<file path="config.mk">
export PLATFORM = sky130hd
export DESIGN_NAME = relu_requant
export DESIGN_NICKNAME = d
export VERILOG_FILES = /design/src/rtl/relu_requant.sv
export SDC_FILE = /design/constraint.sdc
export NUM_CORES = 1
export LEC_CHECK = 0
export BUFFER_PORTS_ARGS = -buffer_cell sky130_fd_sc_hd__buf_2
export CORE_MARGIN = 2
export CORE_UTILIZATION = 24
export CTS_CLUSTER_SIZE = 28
export DETAILED_ROUTE_END_ITERATION = 8
export PLACE_DENSITY_LB_ADDON = 0.1
export SYNTH_ARGS = -nofsm -noshare
export SYNTH_HDL_FRONTEND = slang
export SYNTH_SLANG_ARGS = --single-unit
</file>
<file path="constraint.sdc">
create_clock -name clk -period 11.2 [get_ports clk]
set_input_delay 1.68 -clock clk [delete_from_list [all_inputs] [get_ports clk]]
set_output_delay 1.68 -clock clk [all_outputs]
set_load 0.02 [all_outputs]
</file>
<file path="src/rtl/relu_requant.sv">
// Multi-lane requantiser: rounding arithmetic right shift, then LINEAR/RELU/CLIP
// activation with saturation to OUT_WIDTH. Two-stage valid/ready pipeline plus a
// sticky saturation-event counter.
module relu_requant #(
  parameter int IN_WIDTH  = 26,
  parameter int OUT_WIDTH = 8,
  parameter int LANES     = 4,
  parameter int SHIFT_W   = 5
) (
  input  logic                         clk,
  input  logic                         rst,
  input  logic [SHIFT_W-1:0]           cfg_shift,
  input  logic [1:0]                   cfg_mode,
  input  logic [OUT_WIDTH-2:0]         cfg_clip,
  input  logic                         in_valid,
  output logic                         in_ready,
  input  logic [LANES*IN_WIDTH-1:0]    in_data,
  output logic                         out_valid,
  input  logic                         out_ready,
  output logic [LANES*OUT_WIDTH-1:0]   out_data,
  input  logic                         sat_clr,
  output logic [15:0]                  sat_cnt
);

  localparam int RW    = IN_WIDTH + 1;
  localparam int CNT_W = $clog2(LANES + 1);
  localparam logic [SHIFT_W-1:0]   SHIFT_MAX = SHIFT_W'(IN_WIDTH - 1);
  localparam logic signed [RW-1:0] MAX_R     = RW'(2**(OUT_WIDTH-1) - 1);
  localparam logic signed [RW-1:0] MIN_R     = -MAX_R - RW'(1);

  typedef enum logic [1:0] {
    MODE_LINEAR = 2'd0,
    MODE_RELU   = 2'd1,
    MODE_CLIP   = 2'd2,
    MODE_RSVD   = 2'd3
  } mode_t;

  logic                  en;
  logic [SHIFT_W-1:0]    shift_c;
  logic signed [RW-1:0]  r_c  [LANES];
  logic signed [RW-1:0]  s1_r [LANES];
  logic                  s1_valid;
  mode_t                 s1_mode;
  logic [OUT_WIDTH-2:0]  s1_clip;
  logic [OUT_WIDTH-1:0]  o_c  [LANES];
  logic [LANES-1:0]      lane_sat;
  logic [CNT_W-1:0]      ev_cnt;
  logic [16:0]           sat_sum;
  logic [15:0]           sat_next;

  assign en       = !out_valid || out_ready;
  assign in_ready = en;
  assign shift_c  = (cfg_shift > SHIFT_MAX) ? SHIFT_MAX : cfg_shift;

  // Stage 1: rounding shift, kept one bit wider so the +1 can never overflow
  always_comb begin
    logic signed [RW-1:0] xe;
    logic signed [RW-1:0] sh;
    logic signed [RW-1:0] sh_h;
    logic                 half;
    xe   = '0;
    sh   = '0;
    sh_h = '0;
    half = 1'b0;
    for (int i = 0; i < LANES; i++) begin
      xe   = {in_data[i*IN_WIDTH + IN_WIDTH - 1], in_data[i*IN_WIDTH +: IN_WIDTH]};
      sh   = xe >>> shift_c;
      sh_h = xe >>> (shift_c - 1'b1);
      half = (shift_c != '0) ? sh_h[0] : 1'b0;
      r_c[i] = sh + $signed({{(RW-1){1'b0}}, half});
    end
  end

  // Stage 2: activation and saturation-event detection
  always_comb begin
    logic signed [RW-1:0] clip_r;
    clip_r   = $signed({{(RW-OUT_WIDTH+1){1'b0}}, s1_clip});
    lane_sat = '0;
    ev_cnt   = '0;
    for (int i = 0; i < LANES; i++) begin
      o_c[i] = s1_r[i][OUT_WIDTH-1:0];
      case (s1_mode)
        MODE_LINEAR: begin
          if (s1_r[i] > MAX_R) begin
            o_c[i] = MAX_R[OUT_WIDTH-1:0];
            lane_sat[i] = 1'b1;
          end else if (s1_r[i] < MIN_R) begin
            o_c[i] = MIN_R[OUT_WIDTH-1:0];
            lane_sat[i] = 1'b1;
          end
        end
        MODE_CLIP: begin
          if (s1_r[i] < 0) begin
            o_c[i] = '0;
          end else if (s1_r[i] > clip_r) begin
            o_c[i] = {1'b0, s1_clip};
            lane_sat[i] = 1'b1;
          end
        end
        default: begin
          if (s1_r[i] < 0) begin
            o_c[i] = '0;
          end else if (s1_r[i] > MAX_R) begin
            o_c[i] = MAX_R[OUT_WIDTH-1:0];
            lane_sat[i] = 1'b1;
          end
        end
      endcase
      ev_cnt = ev_cnt + CNT_W'(lane_sat[i]);
    end
    sat_sum  = {1'b0, sat_cnt} + 17'(ev_cnt);
    sat_next = sat_sum[16] ? 16'hFFFF : sat_sum[15:0];
  end

  always_ff @(posedge clk or posedge rst) begin
    if (rst) begin
      s1_valid  <= 1'b0;
      s1_r      <= '{default: '0};
      s1_mode   <= MODE_LINEAR;
      s1_clip   <= '0;
      out_valid <= 1'b0;
      out_data  <= '0;
      sat_cnt   <= '0;
    end else begin
      if (en) begin
        s1_valid  <= in_valid;
        s1_r      <= r_c;
        s1_mode   <= mode_t'(cfg_mode);
        s1_clip   <= cfg_clip;
        out_valid <= s1_valid;
        for (int i = 0; i < LANES; i++) out_data[i*OUT_WIDTH +: OUT_WIDTH] <= o_c[i];
      end
      // Clear takes priority over events landing in the same cycle
      if (sat_clr) sat_cnt <= '0;
      else if (en && s1_valid) sat_cnt <= sat_next;
    end
  end

endmodule
</file>
### Word level (Yosys, flattened, before mapping)

Cells that the tools add are included.

* output and inout port bits: 50
* RAM bits: 0
* memories: 0
* word-level logic and storage cells: 115
* register bits: 167
* bits in read-only memories: 0
* latch bits: 0
* bits of input ports: 123

* bitwise gates (word level): 0
* add/subtract/negate cells: 9
* shift-type cells: 8
* eq/ne operators: 1
* reductions and logical operators: 6
* multiplexer cells: 64
* $mul: 0
* $lt $le $gt $ge: 17
* divide/modulo/power cells: 0

Operators by type and width (count)
* 2-to-1 mux 8 bit: 24
* adder 27 x 2 -> 27 bit: 4
* > comparator 27 x 8 -> 1 bit: 4
* > comparator 27 x 8 -> 1 bit (second input constant): 4
* less-than comparator 27 x 1 -> 1 bit (second input constant): 4
* less-than comparator 27 x 8 -> 1 bit (second input constant): 4
* >>> shifter 26 x 5 -> 27 bit: 4
* >>> shifter 26 x 5 -> 1 bit: 4
* one-hot mux 8 bit (2 select lines): 4
* 2-to-1 mux 16 bit: 3
* 2-to-1 mux 1 bit: 28
* adder 16 x 3 -> 17 bit: 1
* one-hot mux 1 bit (2 select lines): 4
* > comparator 5 bit (second input constant): 1
* 2-to-1 mux 5 bit: 1
* nonzero test 5 bit: 1
* subtractor 5 x 1 -> 5 bit (second input constant): 1
* adder 2 x 1 -> 3 bit: 1
* adder 3 x 1 -> 3 bit: 1
* adder 1 x 1 -> 2 bit: 1
* equality test 2 bit (second input constant): 1
* logical NOT 2 bit: 1
* nonzero test 2 bit: 1
* logical AND 1 bit: 1
* 2 further kinds: 2

### Logic depth before layout (Yosys ltp)

* depth in word-level cells: 11
* gate-level depth with buffers: 27

### Worst setup path after synthesis

No wires, ideal clock.

* kind: in2reg
* start point: in cfg_shift[2]
* end point: reg s1_r[103] in the netlist's numbering
* buffers on the path: 9
* stages: 25
* setup slack: 3939 ps
* data arrival time: 7141 ps
* required time: 11080 ps
* cells stage by stage: buf_2 o211ai_2 nand2_2 inv_2 buf_4 buf_4 buf_4 clkbuf_1 clkbuf_1 ha_1 clkbuf_1 clkbuf_1 mux4_2 nand4_1 o211ai_1 a21oi_1 a21oi_1 ha_1 ha_1 nor4b_1 nand4bb_1 or2_0 clkbuf_1 or4_1 a31o_1

* word-level cells in the longest chain between the ends: 6
* elaborated cells on any way between the ends: 8
* those cells by class: 2 x add/sub; 1 x order compare; 2 x shift; 2 x mux; 1 x reduce/logical

RTL lines
* start: declaration: line 12 `input logic [SHIFT_W-1:0] cfg_shift,`
* > comparator 5 bit: line 53 `assign shift_c = (cfg_shift > SHIFT_MAX) ? SHIFT_MAX : cfg_shift;`
* 2-to-1 mux 5 bit (*): line 53
* subtractor 5 x 1 -> 5 bit: line 68 `sh_h = xe >>> (shift_c - 1'b1);`
* >>> shifter 26 x 5 -> 1 bit: line 68
* 2-to-1 mux 1 bit: line 69 `half = (shift_c != '0) ? sh_h[0] : 1'b0;`
* adder 27 x 2 -> 27 bit (*): line 70 `r_c[i] = sh + $signed({{(RW-1){1'b0}}, half});`
* end signal: assignment: line 127 `s1_r <= r_c;`
* end: declaration: line 41 `logic signed [RW-1:0] s1_r [LANES];`

Every way passes the cells marked *; elsewhere a longest branch is shown, timed or not.
A chain may end at the register's enable or synchronous reset.

### Worst setup path after layout

* start point: in cfg_shift[3]
* end point: reg s1_r[22] in the netlist's numbering

The elaborated chain is that of the path after synthesis.

==> implementation parameters <==
Parameter                              Value

Outcome
  Outcome    finished clean

Drt
  Number of search-and-repair iterations in the first detailed-routing pass    5
  Total Wirelength    94.57 mm
  Per-cell routed wire length    ~26 um
  Via density per instance    5.834
  Count of nets left with antenna violations after detail routing    0
  Via count of the routed design    roughly 21000
  Remaining design rule violation count    0
  Initial DRC Count    2013

STA
  Endpoints failing setup    0
  Unrepaired setup endpoints after global routing    no
  Final hold viol count    0
  Final period utilization    75.47%
  Relative slew slack    approximately 29%
  Worst hold-check slack    0.4885 ns
  Max-slew violation total from the final report    0
  Post-Route Skew    0.01669 ns
  Total Neg Setup Slack    0 ns
  Post-layout minimum cycle time    ~8.5 ns
  Maximum clock rate    approximately 120 MHz
  Pin slew with the least headroom to its limit    1.066 ns

Setup path
  Worst-path cell with the longest stage delay    ha_1
  Startpoint of the worst-slack reg-to-reg timing path    s1_clip[1]
  Worst R2R Setup Slack    5.47 ns
  Critical path's largest stage delay    1.21 ns
  Arrival time worst endpoint    8.82 ns
  FF-to-FF End    sat_cnt[7]
  Data required, critical path    11.57 ns
  Critical path fanouts, max    31
  R2R cell count    19
  Endpoint kind of the worst setup timing path    flop
  Sum of buffers and inverters on the critical path    3
  Launching element type of the critical path    primary input
  Critical-path cell list    buf_2, o211ai_2, buf_4, nand2_4, clkinv_2, ha_1, and2_1, nand2_1, mux2_2, nor2_1, a311oi_1, a21oi_1, a21oi_1, ha_1, ha_1, nand2_1, or4b_1, or4_1, a31oi_1
  Crit path launch    cfg_shift[3]
  Cell family with most CP delay    simple AND/OR/NAND/NOR gates
  Dominant cell type by count on the critical path    ha_1
  Critical path start-end classification    primary input to flop

Floorplanning
  Core area    80290 um2
  Number of top-level pins    about 170
  Die Y-Extent    288.3 um
  Die outline width    between 200 and 300 um
  Cell row count    104
  Initial standard-cell utilization of the core    24.16%
  Die area    around 83000 um2

Synthesis
  Largest area contributor in the synthesized netlist    dfrtp_1
  Sequential-to-total area share from yosys stat    21.55%
  Number of warnings printed during yosys synthesis    0
  Share of flip-flops with an asynchronous set or reset    100.0%
  Count of different cell masters after synthesis    103
  Most used DFF post-synth    dfrtp_1
  Post-synthesis instance area    19390 um2
  Number of enable-type register cells in the synthesized netlist    0
  Cell count after synthesis    2557
  Avg Synthesized Cell Area    7.585 um2
  Share of the synthesized area in the top cell type    21.55%
  Largest cells by area after synthesis    dfrtp_1 (22%), nand2_1 (6.0%), mux2i_1 (5.9%)
  Net count after synthesis    2721
  Flip-flop and latch count after synthesis    around 170

Clock network
  Root Buffer    clkbuf_16
  Clock buffers created by TritonCTS    17
  CTS hold repair buffers    0
  Number of resized instances in the post-cts repair step    0
  TritonCTS clock tree    built
  Maximum clock path buffer count    2
  Insertion delay to the later sink of the worst-skew pair    0.45 ns
  Count of clock tree sinks    167
  # H-tree levels    4
  Clock slew seen by the registers of the worst setup and hold paths    0.07 ns
  Number of buffers inserted by post-CTS setup repair    0

Finish
  Antenna fix cells    0
  Post-route non-filler standard cell count    between 3000 and 4000
  Final layout net count    2744
  Share of layout cells above drive strength 1    14.23%
  P&R area growth vs syn    10.68%
  Fin area    21470 um2
  Number of fill cells    8846

Min path
  Worst hold path class    flop to flop
  Hold Path Origin    out_data[20]
  End point of the most critical hold path    out_data[20]
  Number of stages on the worst hold path    1

Pwr
  Leakage dissipation    0.008204 uW
  Maximum resistive drop on vdd    115.5 uV
  Total power density per cell area    roughly 120 nW/um2

Place
  Instance count after placement with tap cells included    3621
  Number of buffers added on ports    between 150 and 200
  Placement Cell Area    about 21000 um2
  Total half-perimeter wirelength after legalization and detailed placement    ~70 mm
  GP Congestion    0.9030

GRT
  First-pass GRT wire length    about 140 mm
  Initial antenna violation count    2
  Largest net degree at the start of global routing    81
  Overall fraction of global-route tracks in use    22.29%
  GRT overflow    0
  Vias in the first global route    20380

Flow run
  Max-capacitance violation count    0
where the power goes:
part	leakage (uW)	total (uW)	internal (uW)	switching, uW
combinational	0.00594	1210	414	793
clock	0.000279	597	302	295
sequential	0.00199	843	720	123
total	0.00820	2650	1440	1210
placed cells by master (no fill, tap or decap), types with 21 or more instances in the layout:
cell / instances
mux4_2: 29
nand3_1: 113
o221ai_1: 21
and3_1: 21
nand4_1: 46
mux2_2: 30
nor2b_1: 26
a211oi_1: 50
nand2_1: 308
o21ai_0: 185
a21o_1: 25
dfrtp_1: 167
inv_1: 33
o21a_1: 30
and2_1: 22
mux2i_1: 115
o22ai_1: 43
ha_1: 38
nor3_1: 63
xnor2_1: 31
a31oi_1: 46
o211ai_1: 48
o31ai_1: 25
buf_4: 47
or3_1: 21
nor4_1: 45
nor2_1: 230
buf_2: 168
a21oi_1: 165
stage by stage:
stage               power, uW  setup slack (ns)  util [%]
finish                   2647             2.747     26.74
global route             2831             2.299     26.74
CTS                      2669             2.842     26.74
detailed placement       2052             2.366     26.02
global placement         2044             2.435     26.02
floorplan                1607             3.939         -
layout make-up:
cell class	count	area [um2]	area share [%]
Clock buffer	18	439.2	2.046
Clock inverter	14	137.6	0.6412
Multi-Input combinational cell	2139	14030	65.35
Inverter	40	162.7	0.7578
Tap cell	1060	1326	6.179
Sequential cell	167	4179	19.47
Timing Repair Buffer	215	1194	5.561
sequential cells by signal (all words and copies together) (netlist names):
| register | cells |
|---|---|
| sat_cnt | 16 |
| out_valid | 1 |
| s1_r | 108 |
| s1_valid | 1 |
| s1_mode | 2 |
| s1_clip | 7 |
| out_data | 32 |
worst max-delay path by stage:
stage,endpoint,slack (ns),depth (start not counted)
final,s1_r[22],2.75,19
after global placement,s1_r[22],2.43,19
after global routing,s1_r[103],2.30,20
after detailed placement,s1_r[22],2.37,19
after floorplan,s1_r[103],3.94,25
after CTS,s1_r[22],2.84,19
cell families (layout without fill, tap and decap cells):
group	Yosys count	count (layout)	synth area share, %
AOI/OAI and AO/OA	884	884	31.22
DFF	167	167	21.55
xor gates and xnor gates	51	51	2.303
muxes	175	175	11.10
adders and majority gates	41	41	2.761
buffers and inverters	251	287	6.303
and+or+nand+nor	988	988	24.77
layer usage:
| layer | vias to the layer above | wire [um] | GRT usage [%] |
|---|---|---|---|
| met5 | - | 13 | 0 |
| met4 | 2 | 3134 | 7.591 |
| met3 | 139 | 5927 | 3.207 |
| met2 | 939 | 40480 | 33.33 |
| met1 | 10400 | 45010 | 32.51 |
| li1 | 9834 | - | - |
cell usage after synthesis, drive strengths merged, types with 48 or more instances:
cell type    n
nor4        50
buf        107
clkbuf     104
nand3      113
nand2      309
o21ai      191
a21oi      165
nor3        67
nand4       48
o211ai      49
mux2i      115
dfrtp      167
a211oi      52
nor2       231
worst register-to-register path, stage by stage, from the launching register on:
cell	delay, ns
dfrtp_1	0.49
inv_1	0.36
ha_1	0.33
nor2b_1	0.13
o21a_1	0.16
o21a_1	0.17
o21a_1	0.16
o21a_1	0.19
o21a_1	0.18
nor2_1	0.09
o22ai_1	0.07
a21boi_0	0.73
fa_1	0.58
fa_1	0.46
inv_1	0.08
fa_1	0.24
nand4_1	0.13
nor2_1	0.52
nor2_1	0.22
a311oi_1	0.32
Note: power is estimated with default switching activity, not from simulation.
